<file path="config.mk">
export PLATFORM = sky130hd
export DESIGN_NAME = clk_period_monitor_flat
export DESIGN_NICKNAME = d
export VERILOG_FILES = /design/src/rtl/clk_period_monitor_if.sv /design/src/rtl/clk_period_monitor.sv /design/src/flat_wrapper.sv
export SDC_FILE = /design/constraint.sdc
export NUM_CORES = 1
export LEC_CHECK = 0
export CORE_MARGIN = 2
export CORE_UTILIZATION = 42
export CTS_CLUSTER_DIAMETER = 60
export DETAILED_ROUTE_END_ITERATION = 6
export HOLD_SLACK_MARGIN = 0.03
export PLACE_DENSITY_LB_ADDON = 0.2
export SLEW_MARGIN = 30
export SYNTH_ARGS = -nofsm -noshare
export SYNTH_HDL_FRONTEND = slang
export SYNTH_SLANG_ARGS = --single-unit
</file>
<file path="constraint.sdc">
create_clock -name clk -period 7.4 [get_ports clk]
set_clock_uncertainty 0.15 [all_clocks]
set_input_delay 1.48 -clock clk [delete_from_list [all_inputs] [get_ports clk]]
set_output_delay 1.48 -clock clk [all_outputs]
set_load 0.01 [all_outputs]
</file>
<file path="src/rtl/clk_period_monitor_if.sv">
// clk_period_monitor_if: groups the control inputs and measurement outputs of
// clk_period_monitor. The master side (system/bench) drives enable, the
// monitored clock and the expected period/tolerance. The slave side (the
// monitor) returns the measurement results.
interface clk_period_monitor_if #(
    parameter int W = 16
);
    logic         en;
    logic         mon_in;
    logic [W-1:0] exp_period;
    logic [W-1:0] tol;
    logic [W-1:0] period;
    logic [W-1:0] high_cnt;
    logic         meas_valid;
    logic         period_err;
    logic         duty_err;
    logic         locked;
    logic         timeout;

    modport master (
        output en, mon_in, exp_period, tol,
        input  period, high_cnt, meas_valid, period_err, duty_err, locked, timeout
    );

    modport slave (
        input  en, mon_in, exp_period, tol,
        output period, high_cnt, meas_valid, period_err, duty_err, locked, timeout
    );
endinterface

</file>
<file path="src/rtl/clk_period_monitor.sv">
// clk_period_monitor: measures the period and high time of a divided clock
// (mon_in) in cycles of its fast source clock (clk), flags period and duty
// deviations against exp_period +/- tol, and tracks frequency lock.
// Optional feature: define DUTY_CHECK_EN to build the high-time counter and
// the duty check; without it high_cnt and duty_err are tied to 0.
//
// Output handshake: meas_valid is a one-cycle strobe with no ready/backpressure.
// period, high_cnt, period_err and duty_err change only on the edge that raises
// meas_valid and then hold until the next strobe, so a consumer may sample them
// either on the strobe or at any later time. timeout is an independent strobe.
module clk_period_monitor #(
    parameter int W           = 16,
    parameter int SYNC_STAGES = 2,
    parameter int LOCK_COUNT  = 4
) (
    input  logic                clk,
    input  logic                rst,
    clk_period_monitor_if.slave bus,
    output logic [1:0]          dbg_state_o
);
    localparam logic [1:0] S_IDLE = 2'd0;
    localparam logic [1:0] S_ARM  = 2'd1;
    localparam logic [1:0] S_MEAS = 2'd2;

    localparam int             LCW      = $clog2(LOCK_COUNT + 1);
    localparam logic [LCW-1:0] LOCK_MAX = LCW'(LOCK_COUNT);
    localparam logic [W-1:0]   CNT_MAX  = '1;
    localparam logic [W-1:0]   CNT_ONE  = W'(1);

    logic [SYNC_STAGES-1:0] sync_q;
    logic                   dly_q;
    logic                   lvl;
    logic                   rise;
    logic                   take_meas;
    logic [1:0]             state_q, state_d;
    logic [W-1:0]           cnt_q, cnt_d;
    logic [W-1:0]           period_q, period_d;
    logic                   perr_q, perr_d;
    logic                   mv_q, mv_d;
    logic                   to_q, to_d;
    logic                   locked_q, locked_d;
    logic [LCW-1:0]         lock_cnt_q, lock_cnt_d;
    logic [W:0]             pdiff, pabs;
    logic                   period_bad;
    logic                   duty_bad;

    // Synchronizer chain plus one delay flop for rising-edge detection.
    always_ff @(posedge clk or posedge rst) begin
        if (rst) begin
            sync_q <= '0;
            dly_q  <= 1'b0;
        end else begin
            sync_q <= {sync_q[SYNC_STAGES-2:0], bus.mon_in};
            dly_q  <= sync_q[SYNC_STAGES-1];
        end
    end

    assign lvl       = sync_q[SYNC_STAGES-1];
    assign rise      = lvl & ~dly_q;
    assign take_meas = bus.en && (state_q == S_MEAS) && rise;

    // Period deviation: unsigned difference at W+1 bits, then magnitude.
    assign pdiff      = {1'b0, cnt_q} - {1'b0, bus.exp_period};
    assign pabs       = pdiff[W] ? ((W+1)'(0) - pdiff) : pdiff;
    assign period_bad = pabs > {1'b0, bus.tol};

    // Next-state logic: FSM, period counter, measurement capture and lock tracking.
    always_comb begin
        state_d    = state_q;
        cnt_d      = cnt_q;
        period_d   = period_q;
        perr_d     = perr_q;
        mv_d       = 1'b0;
        to_d       = 1'b0;
        locked_d   = locked_q;
        lock_cnt_d = lock_cnt_q;
        if (!bus.en) begin
            // Disable wins over everything, including a coincident rise.
            state_d    = S_IDLE;
            lock_cnt_d = '0;
            locked_d   = 1'b0;
        end else begin
            case (state_q)
                S_IDLE: state_d = S_ARM;
                S_ARM: begin
                    // First edge after arming only starts the count.
                    if (rise) begin
                        state_d = S_MEAS;
                        cnt_d   = CNT_ONE;
                    end
                end
                S_MEAS: begin
                    if (rise) begin
                        period_d = cnt_q;
                        perr_d   = period_bad;
                        mv_d     = 1'b1;
                        cnt_d    = CNT_ONE;
                        if (period_bad || duty_bad) begin
                            lock_cnt_d = '0;
                            locked_d   = 1'b0;
                        end else if (lock_cnt_q != LOCK_MAX) begin
                            lock_cnt_d = lock_cnt_q + LCW'(1);
                            locked_d   = (lock_cnt_q + LCW'(1)) == LOCK_MAX;
                        end
                    end else if (cnt_q == CNT_MAX) begin
                        // Counter exhausted without an edge: drop lock and re-arm.
                        to_d       = 1'b1;
                        lock_cnt_d = '0;
                        locked_d   = 1'b0;
                        state_d    = S_ARM;
                    end else begin
                        // Below CNT_MAX here, so the increment never wraps.
                        cnt_d = cnt_q + CNT_ONE;
                    end
                end
                default: state_d = S_IDLE;
            endcase
        end
    end

    // State and result registers.
    always_ff @(posedge clk or posedge rst) begin
        if (rst) begin
            state_q    <= S_IDLE;
            cnt_q      <= '0;
            period_q   <= '0;
            perr_q     <= 1'b0;
            mv_q       <= 1'b0;
            to_q       <= 1'b0;
            locked_q   <= 1'b0;
            lock_cnt_q <= '0;
        end else begin
            state_q    <= state_d;
            cnt_q      <= cnt_d;
            period_q   <= period_d;
            perr_q     <= perr_d;
            mv_q       <= mv_d;
            to_q       <= to_d;
            locked_q   <= locked_d;
            lock_cnt_q <= lock_cnt_d;
        end
    end

`ifdef DUTY_CHECK_EN
    logic [W-1:0] hi_q, hi_d;
    logic [W-1:0] high_q;
    logic         derr_q;
    logic [W+1:0] ddiff, dabs;

    // Duty deviation |2*hi - cnt|; W+2 bits keep the signed range intact.
    assign ddiff    = {1'b0, hi_q, 1'b0} - {2'b00, cnt_q};
    assign dabs     = ddiff[W+1] ? ((W+2)'(0) - ddiff) : ddiff;
    assign duty_bad = dabs > {2'b00, bus.tol};

    // High-time accumulator: restarts on each counted edge, then counts synced-high cycles.
    always_comb begin
        hi_d = hi_q;
        if (bus.en && rise && (state_q != S_IDLE)) begin
            hi_d = CNT_ONE;
        end else if (bus.en && (state_q == S_MEAS) && (cnt_q != CNT_MAX) && lvl) begin
            hi_d = hi_q + CNT_ONE;
        end
    end

    // High-time counter and captured duty results.
    always_ff @(posedge clk or posedge rst) begin
        if (rst) begin
            hi_q   <= '0;
            high_q <= '0;
            derr_q <= 1'b0;
        end else begin
            hi_q <= hi_d;
            if (take_meas) begin
                high_q <= hi_q;
                derr_q <= duty_bad;
            end
        end
    end

    assign bus.high_cnt = high_q;
    assign bus.duty_err = derr_q;
`else
    assign duty_bad     = 1'b0;
    assign bus.high_cnt = '0;
    assign bus.duty_err = 1'b0;
`endif

    assign bus.period     = period_q;
    assign bus.period_err = perr_q;
    assign bus.meas_valid = mv_q;
    assign bus.timeout    = to_q;
    assign bus.locked     = locked_q;
    assign dbg_state_o    = state_q;

endmodule

</file>
<file path="src/flat_wrapper.sv">
// flat-port wrapper written by rule: the top's interface ports become plain ports
module clk_period_monitor_flat 
#(
    parameter int W           = 16,
    parameter int SYNC_STAGES = 2,
    parameter int LOCK_COUNT  = 4
)
  (clk, rst, dbg_state_o, bus_en, bus_mon_in, bus_exp_period, bus_tol, bus_period, bus_high_cnt, bus_meas_valid, bus_period_err, bus_duty_err, bus_locked, bus_timeout);
  clk_period_monitor_if #(.W(W)) bus_i ();
  input  logic clk;
  input  logic rst;
  output logic [1:0] dbg_state_o;
  input wire logic [$bits(bus_i.en)-1:0] bus_en;
  input wire logic [$bits(bus_i.mon_in)-1:0] bus_mon_in;
  input wire logic [$bits(bus_i.exp_period)-1:0] bus_exp_period;
  input wire logic [$bits(bus_i.tol)-1:0] bus_tol;
  output wire logic [$bits(bus_i.period)-1:0] bus_period;
  output wire logic [$bits(bus_i.high_cnt)-1:0] bus_high_cnt;
  output wire logic [$bits(bus_i.meas_valid)-1:0] bus_meas_valid;
  output wire logic [$bits(bus_i.period_err)-1:0] bus_period_err;
  output wire logic [$bits(bus_i.duty_err)-1:0] bus_duty_err;
  output wire logic [$bits(bus_i.locked)-1:0] bus_locked;
  output wire logic [$bits(bus_i.timeout)-1:0] bus_timeout;
  assign bus_i.en = bus_en;
  assign bus_i.mon_in = bus_mon_in;
  assign bus_i.exp_period = bus_exp_period;
  assign bus_i.tol = bus_tol;
  assign bus_period = bus_i.period;
  assign bus_high_cnt = bus_i.high_cnt;
  assign bus_meas_valid = bus_i.meas_valid;
  assign bus_period_err = bus_i.period_err;
  assign bus_duty_err = bus_i.duty_err;
  assign bus_locked = bus_i.locked;
  assign bus_timeout = bus_i.timeout;
  clk_period_monitor #(.W(W), .SYNC_STAGES(SYNC_STAGES), .LOCK_COUNT(LOCK_COUNT)) u_core (.clk(clk), .rst(rst), .bus(bus_i), .dbg_state_o(dbg_state_o));
endmodule
</file>
==> run_results.csv <==
group,metric,value,unit
outcome,status,"complete, no violations",
synth,seq_area_frac_synth,28.0,%
sta,max-slew-margin-rel,52.3,%
clock_network,post_cts_resized,0,
clock_network,clk_pin_slew_worst_paths,0.08,ns
place,io_buffers,57,
route,num_vias,3229,
power_and_ir_drop,p_leak,2.24,nW
global_routing,grtUsageMet1,24.9,%
synth,synth_seq_cells,44,
die,die_h,101,um
route,drtAntennaViolNets,0,
place,place_congestion,0.859,
route,drt_pass1_iterations,4,
synth,async_flop_share,100,%
run,drv_cap,0,
global_routing,antenna_found_initial,0,
route,drtIter0Drc,132,
sta,drv_slew,0,
route,viasPerCell,5.29,
power_and_ir_drop,ir_drop,0.000162,V
synth,syn_area_per_cell,8.86,um^2
sta,final_hold_viol_count,0,
power_and_ir_drop,power.switching,0.323,mW
synth,syn_inst,444,
worst_setup_path,endpoint_kind,"flop",
power_and_ir_drop,seq_power_share,31.7,%
place,place_worst_setup_slack,1.21,ns
die,core,9150,um^2
global_routing,grt_pass1_wl,14.5,mm
die,start_util,43.0,%
sta,setup_violations,0,
worst_setup_path,r2r_setup_slack,2.54,ns
min_path,worstHoldEndpoint,"u_core.sync_q[1]",
worst_setup_path,ff2ff_path_depth,18,
synth,synth_area,3930,um^2
sta,fin_ws,1.50,ns
clock_network,cts_sinks,44,
global_routing,grt_pass1_vias,3132,
global_routing,grt_max_degree,45,
route,drc,0,
place,place_hpwl,6.79,mm
worst_setup_path,cp_max_fo,5,
power_and_ir_drop,power.density,192,nW/um^2
clock_network,clock_path_buffers,2,
cells_and_area,syn_to_final_growth,18.8,%
route,avgRoutedWirePerCell,14.1,um
worst_setup_path,cp_data_required_time,7.43,ns
synth,yosys.area.top_type,"dfrtp_1",
clock_network,htreeDepth,2,
power_and_ir_drop,p_int,0.576,mW
power_and_ir_drop,clockPowerShare,23.7,%
clock_network,cts_setup_buffers,0,
global_routing,grt_use_met3,2.22,%
cells_and_area,drive_above_1_share,9.62,%
die,dieArea,10200,um^2
sta,timing.final.crit_period,5.90,ns
worst_setup_path,critPathLaunchType,"primary input",
global_routing,grt-ovfl-total,0,
cells_and_area,fin_util,51.0,%
cells_and_area,seqCellArea,1100,um^2
sta,timing.fmax,169,MHz
synth,synthTopCellsByCount,"inv_1, dfrtp_1, ha_1, nor2_1, nand2_1",
die,row_count,35,
synth,ys_top_cells_by_area,"dfrtp_1, ha_1, xor2_1, inv_1, mux2_2",
cells_and_area,fill_cells,861,
clock_network,cts_root_buffer,"clkbuf_8",
synth,synth_top_cell_area_share,28.0,%
synth,synth.most_common_cell,"inv_1",
clock_network,cts-buffers-inserted,5,
clock_network,cts_tree,"done",
route,routed_wirelength,8.59,mm
clock_network,clock_latency,0.29,ns
synth,synth-main-ff-cell,"dfrtp_1",
sta,finalCritPeriodShare,79.8,%
cells_and_area,antennaDiodeCount,0,
synth,synth.distinct_cells,73,
worst_setup_path,critPathKind,"primary input to flop",
clock_network,postCtsHoldBufs,0,
die,die_x,101,um
min_path,holdCritStartpoint,"u_core.sync_q[0]",
die,io-pin-count,75,
power_and_ir_drop,swShare,35.9,%
worst_setup_path,cp.arrival,5.94,ns
global_routing,grt-busiest-layer,"met2",
min_path,whs_path_depth,0,
sta,finalSetupTns,0,ns
power_and_ir_drop,p_comb_share,44.6,%
worst_setup_path,reg2reg_from,"u_core.cnt_q[0]",
sta,worst_slew_pin_slew,0.712,ns
cells_and_area,finalNetCount,576,
min_path,hold_path_class,"flop to flop",
worst_setup_path,worstReg2RegEnd,"u_core.lock_cnt_q[1]",
sta,grt_setup_unrepaired,"no",
global_routing,use_met2,28.6,%
synth,synth-edff-count,0,
global_routing,grt_usage,17.5,%
synth,yosysWarnings,0,
cells_and_area,multi_input_area,2550,um^2
how the worst max path moves through the flow:
stage,from,to
2_1_floorplan,bus_exp_period[0],u_core.lock_cnt_q[0]
3_3_place_gp,bus_exp_period[0],u_core.lock_cnt_q[1]
3_5_place_dp,bus_exp_period[0],u_core.lock_cnt_q[1]
4_1_cts,bus_exp_period[0],u_core.lock_cnt_q[1]
5_1_grt,bus_exp_period[0],u_core.lock_cnt_q[1]
6_report,bus_exp_period[0],u_core.lock_cnt_q[1]
layout make-up:
type                    instances  share of cell area, %
clock buffers                   5                   1.47
clock inverters                 2                   1.29
inverters                      45                   3.62
multi-input cells             344                   54.6
flip-flops and latches         44                   23.6
well taps                     111                   2.97
repair buffers                 59                   12.5
layer usage:
layer,vias to the layer above,wire (um)
li1,1645,-
met3,5,368
met4,0,68
met2,80,3900
met1,1499,4260
met5,-,0
power by group through the flow:
| stage | clock, mW | sequential, mW | combinational [mW] |
|---|---|---|---|
| 2_1_floorplan | 0 | 0.288 | 0.291 |
| 3_3_place_gp | 0 | 0.288 | 0.396 |
| 3_5_place_dp | 0 | 0.289 | 0.403 |
| 4_1_cts | 0.219 | 0.285 | 0.405 |
| 5_1_grt | 0.230 | 0.289 | 0.458 |
| 6_report | 0.213 | 0.285 | 0.401 |
critical path, stage by stage:
cell and delay [ns]:
clkdlybuf4s50_1 0.40, ha_1 0.22, fa_1 0.40, nand2b_1 0.19, a21o_1 0.24, o31ai_4 0.30, xor2_1 0.28, and4bb_4 0.26
nor2b_1 0.14, a31oi_1 0.22, xnor2_1 0.10, ha_1 0.30, nand4_1 0.14, a2111oi_0 0.34, nor2_1 0.08, nor3_1 0.40
nor3_2 0.14, a32o_2 0.29
cells by family after synthesis:
kind of cell / synth area share (%)
muxes: 4.52
buffers and inverters: 8.84
and+or+nand+nor: 19.5
adders and majority gates: 13.2
AOI/OAI and AO/OA: 18.3
DFF: 28.0
other: 0.0954
xor gates and xnor gates: 7.54
cells in the final DEF, fill, tap and decap left out, drive strengths merged, types with 5 or more instances in the layout:
| cell type | Yosys | final |
|---|---|---|
| nor2b | 8 | 8 |
| a31oi | 5 | 5 |
| and2 | 5 | 5 |
| nand2 | 30 | 30 |
| xor2 | 23 | 23 |
| dfrtp | 44 | 44 |
| a211oi | 5 | 5 |
| clkdlybuf4s50 | 0 | 57 |
| xnor2 | 10 | 10 |
| clkbuf | 6 | 5 |
| o21ai | 23 | 23 |
| nand2b | 6 | 6 |
| nor2 | 32 | 32 |
| a21oi | 25 | 25 |
| nand3 | 7 | 7 |
| inv | 45 | 44 |
| nor4 | 6 | 6 |
| mux2 | 14 | 14 |
| a21o | 7 | 7 |
| and3 | 11 | 11 |
| ha | 40 | 40 |
| nand4 | 12 | 12 |
| conb | 1 | 17 |
| nor3 | 7 | 7 |
stage by stage:
stage	area, um^2	hold slack (ns)	power [mW]	cells
3_5_place_dp	4540	0.194	0.692	603
4_1_cts	4670	0.214	0.908	610
5_1_grt	4670	0.216	0.976	610
6_report	4670	0.207	0.899	610
2_1_floorplan	3990	0.181	0.578	460
3_3_place_gp	4540	0.181	0.685	603
registers in the layout, summed over array words and instances, names as in the netlist:
signal	count
u_core.bus.timeout	1
u_core.lock_cnt_q	3
u_core.dbg_state_o	2
u_core.cnt_q	16
u_core.bus.period	16
u_core.dly_q	1
u_core.bus.meas_valid	1
u_core.bus.period_err	1
u_core.sync_q	2
u_core.bus.locked	1
(Power assumes the default switching activity.)
